$ cat src/rtl/alu_pkg.sv
// Shared types and encodings for the ALU issue stage: operation codes, RV32 opcode fields
// and the registered bundle handed to the ALU.
package alu_pkg;

    localparam int unsigned WORD_W = 32;

    typedef enum logic [3:0] {
        AluAdd = 4'd0,
        AluSub = 4'd1,
        AluAnd = 4'd2,
        AluOr  = 4'd3,
        AluXor = 4'd4,
        AluLtu = 4'd5,
        AluGtu = 4'd6
    } alu_op_e;

    localparam logic [6:0] OP_REG = 7'h33;
    localparam logic [6:0] OP_IMM = 7'h13;

    localparam logic [2:0] F3_ADD  = 3'b000;
    localparam logic [2:0] F3_SLTU = 3'b011;
    localparam logic [2:0] F3_XOR  = 3'b100;
    localparam logic [2:0] F3_OR   = 3'b110;
    localparam logic [2:0] F3_AND  = 3'b111;

    localparam logic [6:0] F7_BASE = 7'h00;
    localparam logic [6:0] F7_ALT  = 7'h20;

    typedef struct packed {
        alu_op_e             opcode;
        logic [WORD_W-1:0]   num1;
        logic [WORD_W-1:0]   num2;
        logic [4:0]          rd;
        logic                wen;
        logic                illegal;
    } alu_bundle_t;

    function automatic logic [WORD_W-1:0] sext_imm12(input logic [11:0] imm);
        return {{(WORD_W - 12){imm[11]}}, imm};
    endfunction

endpackage

$ cat src/rtl/alu_ctrl.sv
// Combinational decode of an RV32 instruction into an ALU operation, operand select and an
// illegal flag. Illegal encodings always report AluAdd with the register operand selected.
module alu_ctrl
    import alu_pkg::*;
(
    input  logic [6:0] major,
    input  logic [2:0] funct3,
    input  logic [6:0] funct7,
    output alu_op_e    op,
    output logic       imm_sel,
    output logic       illegal
);

    always_comb begin
        op      = AluAdd;
        imm_sel = 1'b0;
        illegal = 1'b1;

        case (major)
            OP_REG: begin
                if (funct7 == F7_BASE) begin
                    illegal = 1'b0;
                    case (funct3)
                        F3_ADD:  op = AluAdd;
                        F3_AND:  op = AluAnd;
                        F3_OR:   op = AluOr;
                        F3_XOR:  op = AluXor;
                        F3_SLTU: op = AluLtu;
                        default: illegal = 1'b1;
                    endcase
                end else if (funct7 == F7_ALT && funct3 == F3_ADD) begin
                    op      = AluSub;
                    illegal = 1'b0;
                end
            end
            OP_IMM: begin
                imm_sel = 1'b1;
                illegal = 1'b0;
                // SLTI and the shift immediates are not ALU ops here
                case (funct3)
                    F3_ADD:  op = AluAdd;
                    F3_AND:  op = AluAnd;
                    F3_OR:   op = AluOr;
                    F3_XOR:  op = AluXor;
                    F3_SLTU: op = AluLtu;
                    default: illegal = 1'b1;
                endcase
            end
            default: ;
        endcase

        if (illegal) begin
            op      = AluAdd;
            imm_sel = 1'b0;
        end
    end

endmodule

$ cat src/rtl/alu_issue.sv
// ALU issue stage: valid/ready input, same-cycle register file read, single output register
// with backpressure and flush.
module alu_issue
    import alu_pkg::*;
#(
    parameter int unsigned XLEN = WORD_W
) (
    input  logic            clk,
    input  logic            rst,
    input  logic            flush,
    input  logic            in_valid,
    output logic            in_ready,
    input  logic [31:0]     in_instr,
    output logic [4:0]      rs1_addr,
    output logic [4:0]      rs2_addr,
    input  logic [XLEN-1:0] rs1_data,
    input  logic [XLEN-1:0] rs2_data,
    output logic            out_valid,
    input  logic            out_ready,
    output logic [3:0]      opcode,
    output logic [XLEN-1:0] num1,
    output logic [XLEN-1:0] num2,
    output logic [4:0]      rd,
    output logic            wen,
    output logic            illegal
);

    logic        valid_q;
    alu_bundle_t bundle_q;
    alu_bundle_t bundle_d;
    alu_op_e     dec_op;
    logic        dec_imm_sel;
    logic        dec_illegal;
    logic        accept;
    logic        load;

    assign rs1_addr = in_instr[19:15];
    assign rs2_addr = in_instr[24:20];

    alu_ctrl u_ctrl (
        .major   (in_instr[6:0]),
        .funct3  (in_instr[14:12]),
        .funct7  (in_instr[31:25]),
        .op      (dec_op),
        .imm_sel (dec_imm_sel),
        .illegal (dec_illegal)
    );

    assign in_ready = !valid_q || out_ready;
    assign accept   = in_valid && in_ready;
    // An instruction accepted during flush is dropped, so it never touches the datapath
    assign load     = accept && !flush;

    always_comb begin
        bundle_d         = '0;
        bundle_d.rd      = in_instr[11:7];
        bundle_d.illegal = dec_illegal;
        if (!dec_illegal) begin
            bundle_d.opcode = dec_op;
            bundle_d.num1   = rs1_data;
            bundle_d.num2   = dec_imm_sel ? sext_imm12(in_instr[31:20]) : rs2_data;
            bundle_d.wen    = (in_instr[11:7] != 5'd0);
        end
    end

    always_ff @(posedge clk) begin
        if (rst) begin
            valid_q  <= 1'b0;
            bundle_q <= '0;
        end else begin
            if (flush) begin
                valid_q <= 1'b0;
            end else if (accept) begin
                valid_q <= 1'b1;
            end else if (out_ready) begin
                valid_q <= 1'b0;
            end
            if (load) begin
                bundle_q <= bundle_d;
            end
        end
    end

    assign out_valid = valid_q;
    assign opcode    = bundle_q.opcode;
    assign num1      = bundle_q.num1;
    assign num2      = bundle_q.num2;
    assign rd        = bundle_q.rd;
    assign wen       = bundle_q.wen;
    assign illegal   = bundle_q.illegal;

endmodule

$ cat config.mk
export PLATFORM = sky130hd
export DESIGN_NAME = alu_issue
export DESIGN_NICKNAME = d
export VERILOG_FILES = /design/src/rtl/alu_pkg.sv /design/src/rtl/alu_ctrl.sv /design/src/rtl/alu_issue.sv
export SDC_FILE = /design/constraint.sdc
export NUM_CORES = 1
export LEC_CHECK = 0
export CAP_MARGIN = 5
export CORE_UTILIZATION = 33
export CTS_BUF_LIST = sky130_fd_sc_hd__clkbuf_16
export DETAILED_ROUTE_END_ITERATION = 10
export PLACE_DENSITY = 0.76
export SYNTH_ARGS = -nofsm -noshare
export SYNTH_HDL_FRONTEND = slang
export SYNTH_SLANG_ARGS = --single-unit
$ cat constraint.sdc
create_clock -name clk -period 2.59 [get_ports clk]
set_clock_uncertainty 0.15 [all_clocks]
set_input_delay 0.777 -clock clk [delete_from_list [all_inputs] [get_ports clk]]
set_output_delay 0.777 -clock clk [all_outputs]
set_load 0.01 [all_outputs]
Word level (Yosys, flattened, before mapping)
Cells that the tools add are included.
{"block": "classes", "shifts": 0, "div": 0, "reduce_logical": 12, "order_cmp": 0, "n_addsub": 0, "bitwise": 0, "n_eq_ne": 7, "n_mul": 0, "muxes": 15}
{"op": "$mux W68", "count": 1}
{"op": "$mux W32", "count": 1}
{"op": "$eq A7 B6 Y1 const B", "count": 2}
{"op": "$pmux W3 S4", "count": 1}
{"op": "$eq A3 B3 Y1 const B", "count": 3}
{"op": "$mux W1", "count": 9}
{"op": "$pmux W4 S2", "count": 1}
{"op": "$eq A7 B5 Y1 const B", "count": 1}
{"op": "$logic_not A7 Y1", "count": 1}
{"op": "$reduce_bool A5 Y1", "count": 1}
{"op": "$reduce_or A5 Y1", "count": 1}
{"op": "$mux W4", "count": 1}
{"op": "$eq A3 B2 Y1 const B", "count": 1}
{"op": "$logic_and A1 B1 Y1", "count": 3}
{"op": "$logic_not A3 Y1", "count": 1}
{"op": "$logic_not A1 Y1", "count": 2}
{"op": "$pmux W1 S2", "count": 1}
{"op": "$reduce_bool A2 Y1", "count": 1}
{"op": "$reduce_or A2 Y1", "count": 1}
{"op": "$logic_or A1 B1 Y1", "count": 1}
{"block": "word_totals", "output_inout_bits": 87, "romBits": 0, "word_cells": 41, "ff_bits": 76, "memories": 0, "latch_bits": 0, "ramBits": 0, "in_bits": 101}

Longest topological paths before layout
{"block": "logic_depth", "ltp_word": 8, "mapped_depth": 8, "depth_no_buf": 6}

By module
Synthesis repeated with hierarchy kept, for this count alone.
{"block": "hier_totals", "hier_cells": 352, "area_unflattened_um2": 3326.9}
{"mod": "alu_issue", "n_inst": 1, "cells_per_inst": 328, "seq_area_each_um2": 1521.5, "area_each_um2": 3161.8}
{"mod": "alu_ctrl", "n_inst": 1, "cells_per_inst": 24, "seq_area_each_um2": 0.0, "area_each_um2": 165.2}

Worst setup path before layout
No wires, ideal clock.
{"block": "synth_path", "path_type": "input port to flip-flop", "start": "in in_instr[6]", "end": "reg bundle_q (netlist bit num2[1])", "n_path_buf": 1, "arrival_time_ns": 2.264, "cell_stages": 6, "slack_ns": 0.048, "t_required_ns": 2.312, "setup_ns": 0.128, "cell_sequence": "or4b_4 > a2111oi_4 > nand2_1 > clkbuf_1 > mux2i_1 > o21ai_1"}
{"block": "synth_between", "elab_chain_len": 5, "elab_cells_between_ends": 7, "classes_between": "eq/ne (2); mux (5)"}
{"item": "from (decl)", "line": "alu_issue.sv:13", "text": "input logic [31:0] in_instr,"}
{"item": "$eq A7 B5 Y1 or $eq A7 B6 Y1 (tied branches)", "line": "alu_ctrl.sv:19", "text": "case (major)"}
{"item": "$pmux W1 S2 or $mux W1 (tied branches)", "line": "alu_ctrl.sv:19"}
{"item": "$mux W1", "line": "alu_ctrl.sv:52", "text": "if (illegal) begin"}
{"item": "$mux W32", "line": "alu_issue.sv:61", "text": "bundle_d.num2 = dec_imm_sel ? sext_imm12(in_instr[31:20]) : rs2_data;"}
{"item": "$mux W68 *", "line": "alu_issue.sv:58", "text": "if (!dec_illegal) begin"}
{"item": "to (signal assigned)", "line": "alu_issue.sv:79", "text": "bundle_q <= bundle_d;"}
{"item": "to (decl)", "line": "alu_issue.sv:29", "text": "alu_bundle_t bundle_q;"}
Every way passes the cells marked *; elsewhere a longest branch is shown, timed or not.
A chain may end at the register's enable or synchronous reset.

Final worst setup path
{"block": "layout_path", "start": "in in_instr[6]", "end": "reg bundle_q (netlist bit num2[17])"}
Same word-level chain as after synthesis.

==> out/metrics.cfg <==
[critical_path]
end_kind=register
cp-start-kind=primary input
rr_startpoint=out_valid$_SDFFE_PP0P_
cp_max_fo=6
path_class=primary input to register
reg2reg_depth=11
worstReg2RegEnd=num1[30]$_SDFFE_PP0P_
ff2ff_setup_slack_ns=0.63
worstPathRequired_ns=2.66
worstPathArrival_ns=2.73

[clock_network]
cts_tree=built
cts_root_buffer=clkbuf_16
h-tree-depth=3
ctsHoldBuffers=0
cts_buffers=9
cts.path.max_buffers=2
clk_pin_slew_worst_paths_ns=0.06
cts.sinks=75
clock_latency_ns=0.32

[placement]
port_buffers=176
gp_congestion=0.743
place_area_um2=4990
dp_hpwl_um=6710
dpl_worst_slack_ns=-0.541

[outcome]
violations=DRC, setup timing
status=complete, but fails checks

[synthesis]
synth_most_common_cell=dfxtp_1
synth_flop_cell=dfxtp_1
synth_seq_cells=75
netlist_top_cells_area=dfxtp_1 49%, nand2_1 8.5%, a22oi_1 8.1%
synth_commonest_cells=75 x dfxtp_1, 69 x nand2_1, 38 x nor2_1
synth_edf_count=0
synthCells=354
synthDistinctLibCells=31
ys_async_sr_fraction=0
yosys.area.top_type=dfxtp_1
seq_area_frac_synth=0.492
synth_nets=455
synth_top_area_frac=0.492
syn_area_per_cell_um2=8.63
yosys_warnings=0
syn-cell-area_um2=3050

[drt]
avgViaCountPerCell=5.07
wirelength_um=10200
drtIter0Drc=137
detail-route-antenna-nets=0
firstDrtPassIters=7
via_count=3299
post_drt_wl_per_cell_um=15.7
drc=13

[grt]
grt_start_max_net_pins=43
grt_pass1_wl_um=15700
antenna_found_initial=0
first_global_vias=3205
grt-ovfl-total=0
grt_usage=0.203

[die]
initial_core_util=0.345
rows=34
die-area_um2=9640
ios=188
die_w_um=98.2
core_um2=8850
dieHeight_um=98.2

[sta]
setup_ws_ns=-0.0663
hold_viol=0
rsz0062_at_grt=yes
min_period_over_period=1.03
setup_viol=23
worstMarginPinSlew_ns=0.758
tns_ns=-0.332
holdWs_ns=0.297
maxSlewHeadroom=0.493
final_max_slew_viol_count=0
min_period_ns=2.66
fmax_mhz=376

[pwr]
switchingPower_uw=606
power_frac_seq=0.434
power_mw=2.68
power.internal_mw=2.08
p_leak_nw=2.07
clkPwrFrac=0.458
peakVddDrop_mv=0.291
pwr-share-comb=0.108
swShare=0.226
power_density_nw_per_um2=479

[worst_hold_path]
hold_start=num2[4]$_SDFFE_PP0P_
min_path_cells=2
hold-path-endpoint=num2[4]$_SDFFE_PP0P_
hp-class=register to register

[finish]
synthToLayoutAreaGrowth_pct=83.2
fin_nets=639
layout-drive-gt1-share=0.147
stdcell_area_um2=5600
antennaDiodeCount=0

[run]
drv_cap=0

[worst max path at each step]
| stage | startpoint | end | slack [ns] | cells past startpoint |
|---|---|---|---|---|
| final | in_instr[6] | num2[17]$_SDFFE_PP0P_ | -0.07 | 9 |
| after global routing | in_instr[6] | num2[17]$_SDFFE_PP0P_ | -0.14 | 9 |
| after CTS | in_instr[12] | opcode[2]$_SDFFE_PP0P_ | 0.002 | 11 |
| after detailed placement | in_instr[6] | num2[14]$_SDFFE_PP0P_ | -0.54 | 7 |
| after global placement | in_instr[6] | num2[11]$_SDFFE_PP0P_ | -0.46 | 7 |
| after floorplan | in_instr[6] | num2[1]$_SDFFE_PP0P_ | 0.05 | 6 |
[per-stage QoR]
| step | utilization | instances |
|---|---|---|
| CTS | 0.619 | 650 |
| floorplan | - | 354 |
| finish | 0.632 | 651 |
| global placement | 0.564 | 624 |
| global route | 0.632 | 651 |
| detailed placement | 0.564 | 624 |
[placed cells by master, fill, tap and decap left out, types with 2 or more instances in the layout]
master	Yosys	layout
buf_16	0	3
nand2_1	69	69
a21oi_1	28	23
a21oi_2	0	4
nor3_1	2	2
a22oi_2	0	7
buf_8	0	2
clkbuf_16	0	9
buf_4	14	21
nand3b_1	2	2
nor2_1	38	38
nor2b_1	2	2
buf_6	0	6
a22oi_1	33	26
buf_2	3	3
clkdlybuf4s50_1	0	162
o21ai_1	11	10
a311oi_1	21	17
dfxtp_1	75	75
nand2b_1	2	2
o21ai_0	3	3
clkinvlp_4	0	3
inv_1	2	3
a311oi_2	0	4
mux2i_1	11	11
buf_12	0	6
dlygate4sd2_1	0	8
[registers in the layout, indices dropped and copies added, names as in the netlist]
register and count:
out_valid 1, wen 1, opcode 3, num2 32, num1 32, illegal 1
rd 5
[worst max-delay path, stage by stage]
cell	delay [ns]
buf_6	0.09
or4b_4	0.55
a2111oi_4	0.36
nor3b_4	0.27
buf_6	0.14
buf_6	0.09
buf_8	0.12
a21oi_2	0.04
a311oi_2	0.28
[layer usage]
metal	vias up	GRT usage	wire (µm)	part of all wire
met5	-	0	0	0
met4	0	0.0597	48	0.0047
met3	8	0.0544	697	0.068
met2	123	0.349	5180	0.51
met1	1560	0.248	4280	0.42
li1	1608	-	-	-
[power by group through the flow]
| stage | Sequential (mW) | Combinational, mW | Clock, mW |
|---|---|---|---|
| floorplan | 1.19 | 0.0871 | 0 |
| global placement | 1.19 | 0.280 | 0 |
| detailed placement | 1.19 | 0.283 | 0 |
| CTS | 1.16 | 0.283 | 1.26 |
| global route | 1.16 | 0.310 | 1.32 |
| finish | 1.16 | 0.291 | 1.23 |
[timing repair]
action / CTS / global route
pin swaps: 15 / 34
gates resized for setup: 39 / 22
endpoints found under the setup margin: 72 / 70
cloned: 5 / 0
buffers inserted: 5 / 1
[cell type report]
class | count | area (µm²)
Sequential cell | 75 | 1500
Inverter | 2 | 7.51
Multi-Input combinational cell | 237 | 1480
Tap cell | 108 | 135
Clock inverter | 7 | 68.8
Timing Repair Buffer | 213 | 2180
Fill cell | 741 | 3250
Clock buffer | 9 | 225
[logic make-up (layout without fill, tap and decap cells)]
logic type                count (synthesis)  after routing  synth area share
xor gates and xnor gates                  1              1           0.00287
and+or+nand+nor                         123            123             0.169
AOI/OAI and AO/OA                       101            101             0.229
DFF                                      75             75             0.492
buffers and inverters                    42            231            0.0701
other                                     1              1           0.00123
muxes                                    11             11            0.0361
Note: power is estimated with default switching activity, not from simulation.
